**src/rtl/junction_pkg.sv**
```systemverilog
// Shared types, lamp encodings and phase sequencing for the junction light controller.
package junction_pkg;

  typedef enum logic [2:0] {
    NS_GREEN,
    NS_YELLOW,
    RED_TO_EW,
    EW_GREEN,
    EW_YELLOW,
    RED_TO_NS,
    FLASH
  } state_t;

  localparam logic [2:0] LAMP_RED = 3'b100;
  localparam logic [2:0] LAMP_YEL = 3'b010;
  localparam logic [2:0] LAMP_GRN = 3'b001;
  localparam logic [2:0] LAMP_OFF = 3'b000;

  localparam int GREEN_S_DEF    = 20;
  localparam int YELLOW_S_DEF   = 3;
  localparam int ALLRED_S_DEF   = 2;
  localparam int EW_GREEN_S_DEF = 10;

  typedef struct packed {
    logic [2:0] ns;
    logic [2:0] ew;
  } lamps_t;

  // Steady lamp pattern of each phase; FLASH is blank here and gets its yellow overlaid by the caller.
  function automatic lamps_t lamps_for(state_t s);
    lamps_t l;
    l = '{ns: LAMP_RED, ew: LAMP_RED};
    case (s)
      NS_GREEN:  l = '{ns: LAMP_GRN, ew: LAMP_RED};
      NS_YELLOW: l = '{ns: LAMP_YEL, ew: LAMP_RED};
      EW_GREEN:  l = '{ns: LAMP_RED, ew: LAMP_GRN};
      EW_YELLOW: l = '{ns: LAMP_RED, ew: LAMP_YEL};
      FLASH:     l = '{ns: LAMP_OFF, ew: LAMP_OFF};
      default:   l = '{ns: LAMP_RED, ew: LAMP_RED};
    endcase
    return l;
  endfunction

  function automatic state_t next_phase(state_t s);
    state_t n;
    case (s)
      NS_GREEN:  n = NS_YELLOW;
      NS_YELLOW: n = RED_TO_EW;
      RED_TO_EW: n = EW_GREEN;
      EW_GREEN:  n = EW_YELLOW;
      EW_YELLOW: n = RED_TO_NS;
      default:   n = NS_GREEN;
    endcase
    return n;
  endfunction

endpackage

```
**src/rtl/junction_light_fsm_if.sv**
```systemverilog
// Sensor/request inputs and lamp/display outputs of the junction controller.
interface junction_light_fsm_if;
  logic       clk_1hz;
  logic       ew_car;
  logic       maint;
  logic [2:0] ns_light;
  logic [2:0] ew_light;
  logic [5:0] countdown;

  modport master (
    output clk_1hz, ew_car, maint,
    input  ns_light, ew_light, countdown
  );

  modport slave (
    input  clk_1hz, ew_car, maint,
    output ns_light, ew_light, countdown
  );
endinterface

```
**src/rtl/tick_edge_det.sv**
```systemverilog
// Rising-edge detector: one-cycle pulse when a same-domain level goes 0->1.
module tick_edge_det #(
  parameter logic PREV_RESET = 1'b1
) (
  input  logic clk,
  input  logic rst_n,
  input  logic level,
  output logic pulse
);

  logic prev;

  // Resetting prev high keeps a level that is already high at release from counting as an edge.
  always_ff @(posedge clk or negedge rst_n) begin
    if (!rst_n) prev <= PREV_RESET;
    else        prev <= level;
  end

  assign pulse = level & ~prev;

endmodule

```
**src/rtl/junction_light_fsm.sv**
```systemverilog
// Two-road junction controller: timed phases, demand-driven NS green extension, maintenance flash.
module junction_light_fsm
  import junction_pkg::*;
#(
  parameter int GREEN_S    = GREEN_S_DEF,
  parameter int YELLOW_S   = YELLOW_S_DEF,
  parameter int ALLRED_S   = ALLRED_S_DEF,
  parameter int EW_GREEN_S = EW_GREEN_S_DEF
) (
  input  logic clk1,
  input  logic reset_n,
  junction_light_fsm_if.slave bus
);

  state_t     state;
  logic [5:0] countdown;
  logic [2:0] ns_q;
  logic [2:0] ew_q;
  logic       ew_req;
  logic       tick;
  logic       enter_ew_green;
  logic       hold_green;

  function automatic logic [5:0] load_for(state_t s);
    logic [5:0] v;
    case (s)
      NS_GREEN:  v = 6'(GREEN_S - 1);
      NS_YELLOW: v = 6'(YELLOW_S - 1);
      RED_TO_EW: v = 6'(ALLRED_S - 1);
      EW_GREEN:  v = 6'(EW_GREEN_S - 1);
      EW_YELLOW: v = 6'(YELLOW_S - 1);
      RED_TO_NS: v = 6'(ALLRED_S - 1);
      default:   v = 6'd0;
    endcase
    return v;
  endfunction

  tick_edge_det #(.PREV_RESET(1'b1)) u_tick (
    .clk   (clk1),
    .rst_n (reset_n),
    .level (bus.clk_1hz),
    .pulse (tick)
  );

  assign enter_ew_green = !bus.maint && (state == RED_TO_EW) && tick && (countdown == 6'd0);
  // NS green stays on past its minimum until the side road has asked for a turn.
  assign hold_green     = (state == NS_GREEN) && !ew_req;

  // NOTE: all state in this block uses non-blocking assignments so every branch sees pre-edge values.
  always_ff @(posedge clk1 or negedge reset_n) begin
    if (!reset_n) begin
      state     <= RED_TO_NS;
      countdown <= 6'(ALLRED_S - 1);
      ns_q      <= LAMP_RED;
      ew_q      <= LAMP_RED;
      ew_req    <= 1'b0;
    end else begin
      if (bus.ew_car)          ew_req <= 1'b1;
      else if (enter_ew_green) ew_req <= 1'b0;

      if (bus.maint) begin
        state     <= FLASH;
        countdown <= 6'd0;
        ns_q      <= {1'b0, bus.clk_1hz, 1'b0};
        ew_q      <= {1'b0, bus.clk_1hz, 1'b0};
      end else if (state == FLASH) begin
        // Leaving maintenance always clears through all-red before any green.
        state     <= RED_TO_NS;
        countdown <= 6'(ALLRED_S - 1);
        ns_q      <= LAMP_RED;
        ew_q      <= LAMP_RED;
      end else if (tick) begin
        if (countdown != 6'd0) begin
          countdown <= countdown - 6'd1;
        end else if (!hold_green) begin
          state     <= next_phase(state);
          countdown <= load_for(next_phase(state));
          ns_q      <= lamps_for(next_phase(state)).ns;
          ew_q      <= lamps_for(next_phase(state)).ew;
        end
      end
    end
  end

  assign bus.ns_light  = ns_q;
  assign bus.ew_light  = ew_q;
  assign bus.countdown = countdown;

endmodule

```
**src/flat_wrapper.sv**
```systemverilog
// flat-port wrapper written by rule: the top's interface ports become plain ports
module junction_light_fsm_flat import junction_pkg::*;
#(
  parameter int GREEN_S    = GREEN_S_DEF,
  parameter int YELLOW_S   = YELLOW_S_DEF,
  parameter int ALLRED_S   = ALLRED_S_DEF,
  parameter int EW_GREEN_S = EW_GREEN_S_DEF
)
  (clk1, reset_n, bus_clk_1hz, bus_ew_car, bus_maint, bus_ns_light, bus_ew_light, bus_countdown);
  junction_light_fsm_if bus_i ();
  input  logic clk1;
  input  logic reset_n;
  input wire logic [$bits(bus_i.clk_1hz)-1:0] bus_clk_1hz;
  input wire logic [$bits(bus_i.ew_car)-1:0] bus_ew_car;
  input wire logic [$bits(bus_i.maint)-1:0] bus_maint;
  output wire logic [$bits(bus_i.ns_light)-1:0] bus_ns_light;
  output wire logic [$bits(bus_i.ew_light)-1:0] bus_ew_light;
  output wire logic [$bits(bus_i.countdown)-1:0] bus_countdown;
  assign bus_i.clk_1hz = bus_clk_1hz;
  assign bus_i.ew_car = bus_ew_car;
  assign bus_i.maint = bus_maint;
  assign bus_ns_light = bus_i.ns_light;
  assign bus_ew_light = bus_i.ew_light;
  assign bus_countdown = bus_i.countdown;
  junction_light_fsm #(.GREEN_S(GREEN_S), .YELLOW_S(YELLOW_S), .ALLRED_S(ALLRED_S), .EW_GREEN_S(EW_GREEN_S)) u_core (.clk1(clk1), .reset_n(reset_n), .bus(bus_i));
endmodule
```
**config.mk**
```make
export PLATFORM = sky130hd
export DESIGN_NAME = junction_light_fsm_flat
export DESIGN_NICKNAME = d
export VERILOG_FILES = /design/src/rtl/junction_pkg.sv /design/src/rtl/junction_light_fsm_if.sv /design/src/rtl/tick_edge_det.sv /design/src/rtl/junction_light_fsm.sv /design/src/flat_wrapper.sv
export SDC_FILE = /design/constraint.sdc
export NUM_CORES = 1
export LEC_CHECK = 0
export ABC_AREA = 1
export ABC_CLOCK_PERIOD_IN_PS = 2800
export BUFFER_PORTS_ARGS = -buffer_cell sky130_fd_sc_hd__buf_2
export CORE_MARGIN = 5
export CORE_UTILIZATION = 50
export DETAILED_ROUTE_END_ITERATION = 10
export PLACE_DENSITY = 0.74
export SYNTH_ARGS = -nofsm -noshare
export SYNTH_HDL_FRONTEND = slang
export SYNTH_SLANG_ARGS = --single-unit
```
**constraint.sdc**
```tcl
create_clock -name clk1 -period 2.8 [get_ports clk1]
set_input_delay 0.28 -clock clk1 [delete_from_list [all_inputs] [get_ports clk1]]
set_output_delay 0.28 -clock clk1 [all_outputs]
set_load 0.005 [all_outputs]
```
# [Yosys cells after proc, flatten, opt, wreduce, memory -nomap -nowiden]
# Index checks and enable logic that the tools add are counted.
[op_classes] eq_ne=14 n_reduce_logical=16 muxes=27 add_sub_neg=1 n_bitwise=2
[op_table] op="$mux 3" n=17
[op_table] op="$mux 6" n=5
[op_table] op="$pmux 6 s5" n=1
[op_table] op="$pmux 5 s4" n=1
[op_table] op="$eq 3x3->1 const B" n=5
[op_table] op="$pmux 3 s5" n=1
[op_table] op="$eq 3x2->1 const B" n=4
[op_table] op="$eq 3x1->1 const B" n=2
[op_table] op="$logic_not 3->1" n=2
[op_table] op="$logic_not 6->1" n=1
[op_table] op="$reduce_bool 6->1" n=1
[op_table] op="$sub 6x1->6 const B" n=1
[op_table] op="$logic_and 1x1->1" n=4
[op_table] op="$ne 4x4->1 const B" n=1
[op_table] op="$reduce_or 2->1" n=2
[op_table] op="$ne 3x2->1 const B" n=1
[op_table] op="$ne 3x3->1 const B" n=1
[op_table] op="$reduce_and 3->1" n=1
[op_table] op="$reduce_bool 3->1" n=1
[op_table] op="$logic_not 1->1" n=2
[op_table] op="$mux 1" n=2
[op_table] op="$reduce_and 2->1" n=1
[op_table] op="$reduce_bool 2->1" n=1
[op_table] op="$and 1x1->1" n=1
[op_table] op="$not 1->1" n=1
[word_totals] in_bits=5 ff_bits=17 wordCells=66

# [Depth between registers and ports, before layout]
# Gate-level depths: netlist of run 1.
[logic_depth] depth_word=15 ltp_mapped=10 ltp_nobuf=9

# [Cells and area by module]
# Synthesis of run 1 repeated with hierarchy kept, for this count alone.
[unflattened] cells_unflattened=140 hier_area_um2=1036.0
[by_module_without_submodules] mod="junction_light_fsm" area_per_inst_um2=999.7 n_inst=1 cells_each=137 seq_area_each_um2=406.6
[by_module_without_submodules] mod="tick_edge_det" area_per_inst_um2=36.3 n_inst=1 cells_each=3 seq_area_each_um2=26.3

# [Worst setup path before layout of run 1]
# Ideal clock, no wire load.
[synth_path] path_type="register to register" from="register u_core.countdown[0] (netlist: u_core.bus.countdown[0])" to="register u_core.ns_q[1] (netlist: u_core.bus.ns_light[1])" arrival_ps=1532 path_buffers=1 synth_period_minus_slack_ps=1649 setup_slack_ps=1151 required_time_ps=2683 path_stages_with_launch=10 path_cell_list="dfstp_2 > inv_1 > ha_1 > nand2_1 > nor2_8 > nand2_4 > nand3_4 > buf_12 > nand2_1 > nand2_1"
[synth_via] elab_chain_cells=3
[synth_lines] element="start: declaration" line_no="junction_light_fsm.sv:16" source="logic [5:0] countdown;"
[synth_lines] element="start signal: assignment" line_no="junction_light_fsm.sv:53" source="countdown <= 6'(ALLRED_S - 1);"
[synth_lines] element="start signal: assignment" line_no="junction_light_fsm.sv:69" source="countdown <= 6'(ALLRED_S - 1);"
[synth_lines] element="start signal: assignment" line_no="junction_light_fsm.sv:74" source="countdown <= countdown - 6'd1;"
[synth_lines] element="$reduce_bool 6->1" line_no="junction_light_fsm.sv:73" source="if (countdown != 6'd0) begin"
[synth_lines] element="$ne 3x2->1 (no source line)"
[synth_lines] element="$reduce_and 3->1 (no source line)"
[synth_lines] element="end signal: assignment" line_no="junction_light_fsm.sv:64" source="ns_q <= {1'b0, bus.clk_1hz, 1'b0};"
[synth_lines] element="end signal: assignment" line_no="junction_light_fsm.sv:78" source="ns_q <= lamps_for(next_phase(state)).ns;"
[synth_lines] element="end: declaration" line_no="junction_light_fsm.sv:17" source="logic [2:0] ns_q;"
# No other way between the ends.
# A chain may end at the register's enable or synchronous reset.

# [Final worst setup path of run 1]
[layout_path] from="register u_core.countdown[0] (netlist: u_core.bus.countdown[0])" to="register u_core.state[1]"
[layout_via] elab_chain_cells=3
[layout_lines] element="$reduce_bool 6->1" line_no="junction_light_fsm.sv:73"
[layout_lines] element="$ne 3x2->1 (no source line)"
[layout_lines] element="$reduce_and 3->1 (no source line)"
[layout_lines] element="end signal: assignment" line_no="junction_light_fsm.sv:76" source="state <= next_phase(state);"
[layout_lines] element="end: declaration" line_no="junction_light_fsm.sv:15" source="state_t state;"
# No other way between the ends.

==> impl_metrics.json, run 1 <==
{
  "hold_class": "input pin to flop",
  "area_delta_synth_final_pct": 11.6,
  "post-place-cells": 167,
  "p_seq_frac": 0.342,
  "synthTopCellsByArea": "dfrtp_1, dfstp_2, nand2_1, o21ai_2, nand3_1",
  "slew_headroom": 0.749,
  "cp-startpoint": "u_core.bus.countdown[0]",
  "p_leak_nw": 0.626,
  "port_buffers": 16,
  "yosysSeqAreaShare": 0.397,
  "max_freq_ghz": 0.569,
  "synth_edf_count": 0,
  "rsz0062_at_grt": "no",
  "fin_crit_sh": 0.627,
  "cp_data_arrival_time_ns": 1.94,
  "synth_seq_cells": 17,
  "antenna_found_initial": 0,
  "nFillCells": 206,
  "syn_area_per_cell_um2": 8.72,
  "crit_type": "flop to flop",
  "cp_data_required_time_ns": 2.98,
  "place_ws_ns": 1.05,
  "comb_power_share": 0.564,
  "hold_start": "bus_clk_1hz",
  "cts_sinks": 17,
  "placed_cell_area_um2": 1180,
  "detail_route.vias_per_cell": 4.92,
  "grt_pass1_wl_mm": 3.68,
  "clk_pin_slew_ns": 0.09,
  "drt_iter0_drc": 19,
  "yosysTopAreaCell": "dfrtp_1",
  "syn_area_um2": 1090,
  "endpoint_kind": "flop",
  "cts_tree": "built",
  "drtAntennaViolNets": 0,
  "gr-total-overflow": 0,
  "finish.utilization": 0.566,
  "synthFlopType": "dfrtp_1",
  "ys_warn_count": 0,
  "finClkSkew_ns": 0.00334,
  "pwr_density_cell_nw_per_um2": 1120,
  "cts_buffers": 3,
  "cpMostUsedCell": "nand2_1",
  "syn-instance-count": 125,
  "fin_crit_ns": 1.76,
  "drt-total-wl_mm": 1.98,
  "syn_nets": 132,
  "holdWs_ns": 0.122,
  "drive_above_1_share": 0.382,
  "cp_max_fo": 18,
  "num_vias": 847,
  "power_mw": 1.36,
  "final-max-slew-violation-count": 0,
  "gp_congestion": 0.839,
  "postLayoutCellArea_um2": 1220,
  "r2r-start": "u_core.bus.countdown[0]",
  "finalWorstSetupSlack_ns": 1.04,
  "synth_most_common_cell": "nand2_1",
  "io_pins": 17,
  "maxCapViolCount": 0,
  "finalSetupViolations": 0,
  "final_nets": 152,
  "antenna_cells": 0,
  "crit_chain": "inv_1, ha_1, nand2_1, nor2_8, nand2_4, nand3_4, nand2_1, o21ai_2",
  "p_switching_mw": 0.644,
  "clk_path_buf_depth": 2,
  "synth_cell_types": 26,
  "status": "finished, final reports clean",
  "fp.dieW_um": 56.7,
  "place_hpwl_mm": 1.52,
  "clock_power_share": 0.094,
  "synth_top_area_share": 0.253,
  "coreArea_um2": 2150,
  "crit_path_start_kind": "flop",
  "hold_viol_final": 0,
  "drc": 0,
  "initial_core_util": 0.507,
  "grt_pass1_vias": 853,
  "final.setup.tns_ns": 0,
  "worst_pin_slew_ns": 0.377,
  "p_int_mw": 0.720,
  "wl_per_cell_um": 11.5,
  "insertion_delay_ns": 0.28,
  "grt_usage": 0.142,
  "cts-root-buf": "clkbuf_4",
  "async_flop_share": 1.00,
  "row_count": 17,
  "die_h_um": 56.7,
  "instances_no_fill": 172,
  "grt_max_degree": 19,
  "swShare": 0.472,
  "dieArea_um2": 3210,
  "synth_common_cells": "nand2_1, nand3_1, dfrtp_1, inv_1, o21ai_2",
  "critical_path.max_stage_delay_ns": 0.55,
  "vdd_drop_max_mv": 0.539,
  "cp_slowest_cell": "dfstp_2",
  "cts_max_level": 1,
  "dr.pass1.iters": 4
}
registers in the layout, indices dropped and copies added (netlist names):
register              cells
u_core.bus.countdown      6
u_core.bus.ew_light       3
u_core.bus.ns_light       3
u_core.state              3
u_core.ew_req             1
u_core.u_tick.prev        1
cells in the final DEF, fill, tap and decap left out:
cell type and n:
clkbuf_4 3, ha_1 2, nand2_1 35, a21boi_0 1
or2_2 1, nand4_1 2, buf_2 16, clkbuf_1 1
dfrtp_1 11, o21ai_2 8, nand4_4 1, nand3_1 13
nor2_8 1, nor2_4 3, dfstp_2 6, nand2_4 4
nand3_2 2, a21oi_1 4, nand3_4 1, inv_2 4
nand2_2 3, o21ai_0 5, nor2_1 2, xor2_1 2
dlygate4sd3_1 1, inv_1 9, a31oi_1 1, nor2_2 2
worst max-delay path: cells and delay by family, from the launching register on:
| kind | cells | cell delay (ns) |
|---|---|---|
| adder cells (fa/ha/maj) | 1 | 0.26 |
| flip-flops | 1 | 0.55 |
| buffers and inverters | 1 | 0.08 |
| AND/OR/NAND/NOR | 5 | 0.71 |
| AO/OA/AOI/OAI | 1 | 0.06 |
path summary, 6_finish.rpt:
check                                    endpoint  slack [ns]  depth (start not counted)
max                               u_core.state[1]        1.04                          8
max reg2reg                       u_core.state[1]        1.04                          8
max in group asynchronous      u_core.u_tick.prev        2.05                          2
min reg2reg                u_core.bus.ns_light[1]        0.48                          2
min in group asynchronous  u_core.bus.ew_light[1]        0.43                          2
min                            u_core.u_tick.prev        0.12                          1
power groups by stage:
| stage | Combinational [mW] | Clock [mW] | Sequential [mW] |
|---|---|---|---|
| 4_1_cts | 0.779 | 0.134 | 0.468 |
| 5_1_grt | 0.871 | 0.145 | 0.489 |
| 2_1_floorplan | 0.647 | 0 | 0.453 |
| 3_3_place_gp | 0.758 | 0 | 0.470 |
| 3_5_place_dp | 0.775 | 0 | 0.472 |
| 6_report | 0.770 | 0.128 | 0.467 |
layout make-up:
cell class / count / area [um2] / area share
sequential: 17 / 433 / 0.356
tap: 28 / 35.0 / 0.0288
clock buffer: 4 / 26.3 / 0.0216
timing repair buffer: 17 / 90.1 / 0.0741
multi-input combinational: 93 / 583 / 0.479
inverter: 13 / 48.8 / 0.0401
routing by layer:
layer	global-route usage	wire (um)	up-vias
li1	-	-	443
met1	0.189	947	387
met2	0.224	936	13
met3	0.0299	74	4
met4	0.0508	21	0
met5	0	0	-
timing repair:
item,in CTS,in global routing
gates resized for setup,0,0
endpoints found under the setup margin,0,0
hold buffers,1,0
endpoints found under the hold margin,11,0
buffers inserted,0,0
logic make-up (layout without fill, tap and decap cells):
kind of cell | Yosys count | count (layout) | synth area share
adder cells (fa/ha/maj) | 2 | 2 | 0.0230
XOR/XNOR | 2 | 2 | 0.0161
buffers and inverters | 15 | 34 | 0.0677
flip-flops | 17 | 17 | 0.397
AND/OR/NAND/NOR | 70 | 70 | 0.378
AO/OA/AOI/OAI | 19 | 19 | 0.118
Power figures use the tool's default switching activity.
==> run 2, diff against run 1 <==
--- a/config.mk
+++ b/config.mk
@@ -6,7 +6,7 @@
 export NUM_CORES = 1
 export LEC_CHECK = 0
 export ABC_AREA = 1
-export ABC_CLOCK_PERIOD_IN_PS = 2800
+export ABC_CLOCK_PERIOD_IN_PS = 1700
 export BUFFER_PORTS_ARGS = -buffer_cell sky130_fd_sc_hd__buf_2
 export CORE_MARGIN = 5
 export CORE_UTILIZATION = 50
==> constraint.sdc (replaced) <==
create_clock -name clk1 -period 1.7 [get_ports clk1]
set_input_delay 0.17 -clock clk1 [delete_from_list [all_inputs] [get_ports clk1]]
set_output_delay 0.17 -clock clk1 [all_outputs]
set_load 0.005 [all_outputs]
==> impl_metrics.json, run 2 (same netlist as run 1, synthesis figures left out) <==
{
  "final.setup.tns_ns": 0,
  "clk_path_buf_depth": 2,
  "power_mw": 2.38,
  "final_common_cell": "nand2_1",
  "wl_per_cell_um": 12.3,
  "grt_usage": 0.147,
  "dieArea_um2": 3210,
  "hold_class": "input pin to flop",
  "drive_above_1_share": 0.409,
  "hold_viol_final": 0,
  "clock_power_share": 0.095,
  "fin_crit_ns": 1.59,
  "hold_depth": 3,
  "row_count": 17,
  "cp_slowest_cell": "dfstp_2",
  "regMostFlops": "u_core.bus.countdown",
  "fin_crit_sh": 0.936,
  "finClkSkew_ns": 0.0112,
  "place_ws_ns": 0.0481,
  "r2r_cells": 9,
  "dr.pass1.iters": 4,
  "finalSetupViolations": 0,
  "antenna_cells": 0,
  "cts-root-buf": "clkbuf_4",
  "final_nets": 157,
  "finish.utilization": 0.592,
  "grt_pass1_vias": 820,
  "p_seq_frac": 0.327,
  "largest_reg_flops": 6,
  "cts_max_level": 1,
  "use_met2": 0.226,
  "worst_pin_slew_ns": 0.377,
  "gr-total-overflow": 0,
  "clk_pin_slew_ns": 0.11,
  "grt_pass1_wl_mm": 3.62,
  "insertion_delay_ns": 0.30,
  "critPathBufInv": 2,
  "pwr_density_cell_nw_per_um2": 1870,
  "rrSetupSlack_ns": 0.11,
  "endpoint_kind": "flop",
  "post-place-cells": 170,
  "cts_tree": "built",
  "maxCapViolCount": 0,
  "drt_iter0_drc": 18,
  "coreArea_um2": 2150,
  "max_freq_ghz": 0.629,
  "met3_usage": 0.0368,
  "drt-total-wl_mm": 2.17,
  "status": "finished, final reports clean",
  "cts_buffers": 3,
  "initial_core_util": 0.507,
  "io_pins": 17,
  "comb_power_share": 0.578,
  "cts_sinks": 17,
  "instances_no_fill": 177,
  "p_leak_nw": 0.652,
  "vdd_drop_max_mv": 0.920,
  "fp.dieW_um": 56.7,
  "drtAntennaViolNets": 0,
  "cp_max_fo": 7,
  "holdWs_ns": 0.0357,
  "gp_congestion": 0.853,
  "area_delta_synth_final_pct": 16.6,
  "grt_max_degree": 19,
  "crit_chain": "inv_1, ha_1, nand2_2, nor2_8, nand2_4, nand2_2, inv_4, nand3_1, nand2_1",
  "p_switching_mw": 1.12,
  "hold_start": "bus_ew_car",
  "final-max-slew-violation-count": 0,
  "num_vias": 892,
  "antenna_found_initial": 0,
  "critical-path-top-delay-family": "simple AND/OR/NAND/NOR gates",
  "use_met1": 0.182,
  "post_cts_buffers": 0,
  "detail_route.vias_per_cell": 5.04,
  "crit_path_start_kind": "flop",
  "slew_headroom": 0.749,
  "drc": 0,
  "swShare": 0.472,
  "die_h_um": 56.7,
  "min_to": "u_core.ew_req",
  "r2r_end": "u_core.bus.ns_light[1]",
  "p_int_mw": 1.26,
  "placed_cell_area_um2": 1200,
  "place_hpwl_mm": 1.55,
  "nFillCells": 201,
  "r2r-start": "u_core.bus.countdown[0]",
  "port_buffers": 16,
  "cpMostUsedCell": "nand2_2",
  "finalWorstSetupSlack_ns": 0.109,
  "postLayoutCellArea_um2": 1270,
  "cp_data_arrival_time_ns": 1.83,
  "cp_data_required_time_ns": 1.94,
  "crit_type": "flop to flop",
  "grt.busiest_layer": "met2",
  "final_cell_mix": "nand2_1, buf_2, nand3_1, dfrtp_1",
  "critical_path.max_stage_delay_ns": 0.56
}
[run 2: changes by cell type in the layout (fill, tap and decap cells not counted), sizes merged]
| cell | before | now |
|---|---|---|
| nand3 | 16 | 17 |
| dlygate4sd3 | 1 | 2 |
| buf | 16 | 19 |
[run 2: worst max-delay path by stage]
stage	startpoint	endpoint	depth (start not counted)
finish	u_core.bus.countdown[0]	u_core.bus.ns_light[1]	9
global route	u_core.bus.countdown[0]	u_core.bus.ns_light[1]	9
CTS	u_core.bus.countdown[0]	u_core.bus.ew_light[0]	8
detailed placement	u_core.bus.countdown[0]	u_core.state[1]	8
global placement	u_core.bus.countdown[0]	u_core.bus.ew_light[0]	8
floorplan	u_core.bus.countdown[0]	u_core.bus.ns_light[1]	9
[run 2: final cells by class]
cell class | instances | area [um2] | share of cell area
Timing Repair Buffer | 21 | 123 | 0.0965
Multi-Input combinational cell | 94 | 603 | 0.474
Clock buffer | 4 | 26.3 | 0.0207
Tap cell | 28 | 35.0 | 0.0276
Sequential cell | 17 | 433 | 0.341
Inverter | 13 | 51.3 | 0.0404
[run 2: what timing repair did]
action,4_1_cts,5_1_grt
hold buffers,2,0
setup endpoints to repair,0,14
hold endpoints to repair,12,0
resized for setup,0,4
[run 2: per-layer routing]
layer	vias up	wire length (um)
li1	458	-
met4	0	51
met2	18	1020
met3	4	100
met1	412	998
met5	-	0
[run 2: worst reg2reg max path: cells and delay by family (launching register included)]
kind	cells	cell delay, ns
simple gates	6	0.58
flops	1	0.56
buf+inv	2	0.17
fa+ha+maj	1	0.22
[run 2: power by group through the flow]
| stage | Combinational [mW] | Clock, mW | Sequential [mW] |
|---|---|---|---|
| after floorplan | 1.07 | 0 | 0.746 |
| after global placement | 1.31 | 0 | 0.775 |
| after detailed placement | 1.33 | 0 | 0.782 |
| after CTS | 1.34 | 0.232 | 0.777 |
| after global routing | 1.54 | 0.251 | 0.807 |
| final | 1.38 | 0.227 | 0.778 |
==> run 3, diff against run 2 <==
--- a/config.mk
+++ b/config.mk
@@ -11,7 +11,7 @@
 export CORE_MARGIN = 5
 export CORE_UTILIZATION = 50
 export DETAILED_ROUTE_END_ITERATION = 10
-export PLACE_DENSITY = 0.74
+export PLACE_DENSITY = 0.82
 export SYNTH_ARGS = -nofsm -noshare
 export SYNTH_HDL_FRONTEND = slang
 export SYNTH_SLANG_ARGS = --single-unit
==> impl_metrics.json, run 3 (same netlist as run 1, synthesis figures left out) <==
{
  "p_leak_nw": 0.651,
  "final_cell_mix": "nand2_1, buf_2, nand3_1, dfrtp_1",
  "final-max-slew-violation-count": 0,
  "cts_tree": "built",
  "comb_power_share": 0.585,
  "crit_type": "flop to flop",
  "wl_per_cell_um": 12.5,
  "grt_pass1_vias": 888,
  "r2r_end": "u_core.bus.countdown[1]",
  "port_buffers": 16,
  "final_nets": 157,
  "grt_pass1_wl_mm": 3.84,
  "detail_route.vias_per_cell": 5.26,
  "crit_path_start_kind": "flop",
  "cp_data_required_time_ns": 1.94,
  "dr.pass1.iters": 4,
  "pwr_density_cell_nw_per_um2": 1880,
  "r2r_cells": 9,
  "finish.utilization": 0.591,
  "worst_pin_slew_ns": 0.362,
  "endpoint_kind": "flop",
  "area_delta_synth_final_pct": 16.4,
  "finalSetupViolations": 0,
  "p_seq_frac": 0.325,
  "regMostFlops": "u_core.bus.countdown",
  "cts_sinks": 17,
  "swShare": 0.473,
  "insertion_delay_ns": 0.29,
  "clock_power_share": 0.091,
  "power_mw": 2.38,
  "hold_viol_final": 0,
  "vdd_drop_max_mv": 0.822,
  "drt-total-wl_mm": 2.22,
  "largest_reg_flops": 6,
  "initial_core_util": 0.507,
  "finClkSkew_ns": 0.00357,
  "clk_path_buf_depth": 2,
  "slew_headroom": 0.759,
  "grt_max_degree": 19,
  "io_pins": 17,
  "dieArea_um2": 3210,
  "cts_buffers": 3,
  "hold_start": "bus_ew_car",
  "holdWs_ns": 0.0545,
  "final_common_cell": "nand2_1",
  "drt_iter0_drc": 32,
  "drtAntennaViolNets": 0,
  "post_cts_buffers": 0,
  "postLayoutCellArea_um2": 1270,
  "p_int_mw": 1.26,
  "p_switching_mw": 1.13,
  "num_vias": 931,
  "placed_cell_area_um2": 1200,
  "gr-total-overflow": 0,
  "grt_usage": 0.152,
  "r2r-start": "u_core.bus.countdown[0]",
  "fp.dieW_um": 56.7,
  "cts-root-buf": "clkbuf_4",
  "clk_pin_slew_ns": 0.09,
  "hold_depth": 3,
  "rsz0062_at_grt": "no",
  "antenna_cells": 0,
  "nFillCells": 197,
  "cts_max_level": 1,
  "max_freq_ghz": 0.642,
  "rrSetupSlack_ns": 0.14,
  "status": "finished, final reports clean",
  "hold_class": "input pin to flop",
  "cp_data_arrival_time_ns": 1.79,
  "fin_crit_ns": 1.56,
  "drive_above_1_share": 0.409,
  "final.setup.tns_ns": 0,
  "place_hpwl_mm": 1.66,
  "drc": 0,
  "die_h_um": 56.7,
  "row_count": 17,
  "coreArea_um2": 2150,
  "maxCapViolCount": 0,
  "gp_congestion": 0.825,
  "antenna_found_initial": 0,
  "fin_crit_sh": 0.917,
  "cp_max_fo": 7,
  "min_to": "u_core.ew_req"
}
run 3: changes by cell type in the layout (fill, tap and decap cells not counted):
cell and change:
inv_4 -1, inv_2 +1
run 3: timing repair:
action,CTS,global route
endpoints found under the setup margin,0,14
hold buffers,1,1
resized for setup,0,3
endpoints found under the hold margin,11,1
run 3: worst max-delay path by stage:
| stage | from | endpoint | slack [ns] | cells after the start |
|---|---|---|---|---|
| floorplan | u_core.bus.countdown[0] | u_core.bus.ns_light[1] | 0.05 | 9 |
| global placement | u_core.bus.countdown[0] | u_core.bus.ns_light[0] | 0.1 | 8 |
| detailed placement | u_core.bus.countdown[0] | u_core.state[1] | 0.04 | 8 |
| CTS | u_core.bus.countdown[0] | u_core.state[1] | 0.03 | 8 |
| global route | u_core.bus.countdown[0] | u_core.bus.countdown[0] | 0.02 | 9 |
| finish | u_core.bus.countdown[0] | u_core.bus.countdown[1] | 0.14 | 9 |
run 3: critical path, stage by stage, from the launching register on:
cell and delay [ns]:
dfstp_2 0.54, inv_1 0.05, ha_1 0.21, nand2_2 0.12, nor2_8 0.06, nand2_4 0.11, nand2_2 0.12, inv_2 0.13
nand3_1 0.08, nand2_1 0.07
run 3: area by class of cell:
class	instances	area, um2	share of cell area
Clock buffer	4	26.3	0.0207
Inverter	13	48.8	0.0385
Multi-Input combinational cell	94	603	0.475
Sequential cell	17	433	0.341
Tap cell	28	35.0	0.0276
Timing Repair Buffer	21	123	0.0966
run 3: layer usage:
layer  vias to the layer above  track usage  wire (um)
met5                         -            0          0
met4                         0       0.0814         66
met2                        20        0.259       1140
li1                        460            -          -
met1                       443        0.170        947
met3                         8       0.0414         65
run 3: stage by stage:
step | std cells | worst slack, ns
floorplan | 125 | 0.0509
global route | 177 | 0.0208
CTS | 175 | 0.0270
finish | 177 | 0.141
detailed placement | 170 | 0.0438
global placement | 170 | 0.0995
run 3: power groups by stage:
stage	Combinational (mW)	Sequential [mW]	Clock (mW)
final	1.39	0.773	0.216
after detailed placement	1.35	0.781	0
after floorplan	1.07	0.746	0
after CTS	1.36	0.773	0.217
after global placement	1.30	0.773	0
after global routing	1.55	0.811	0.244
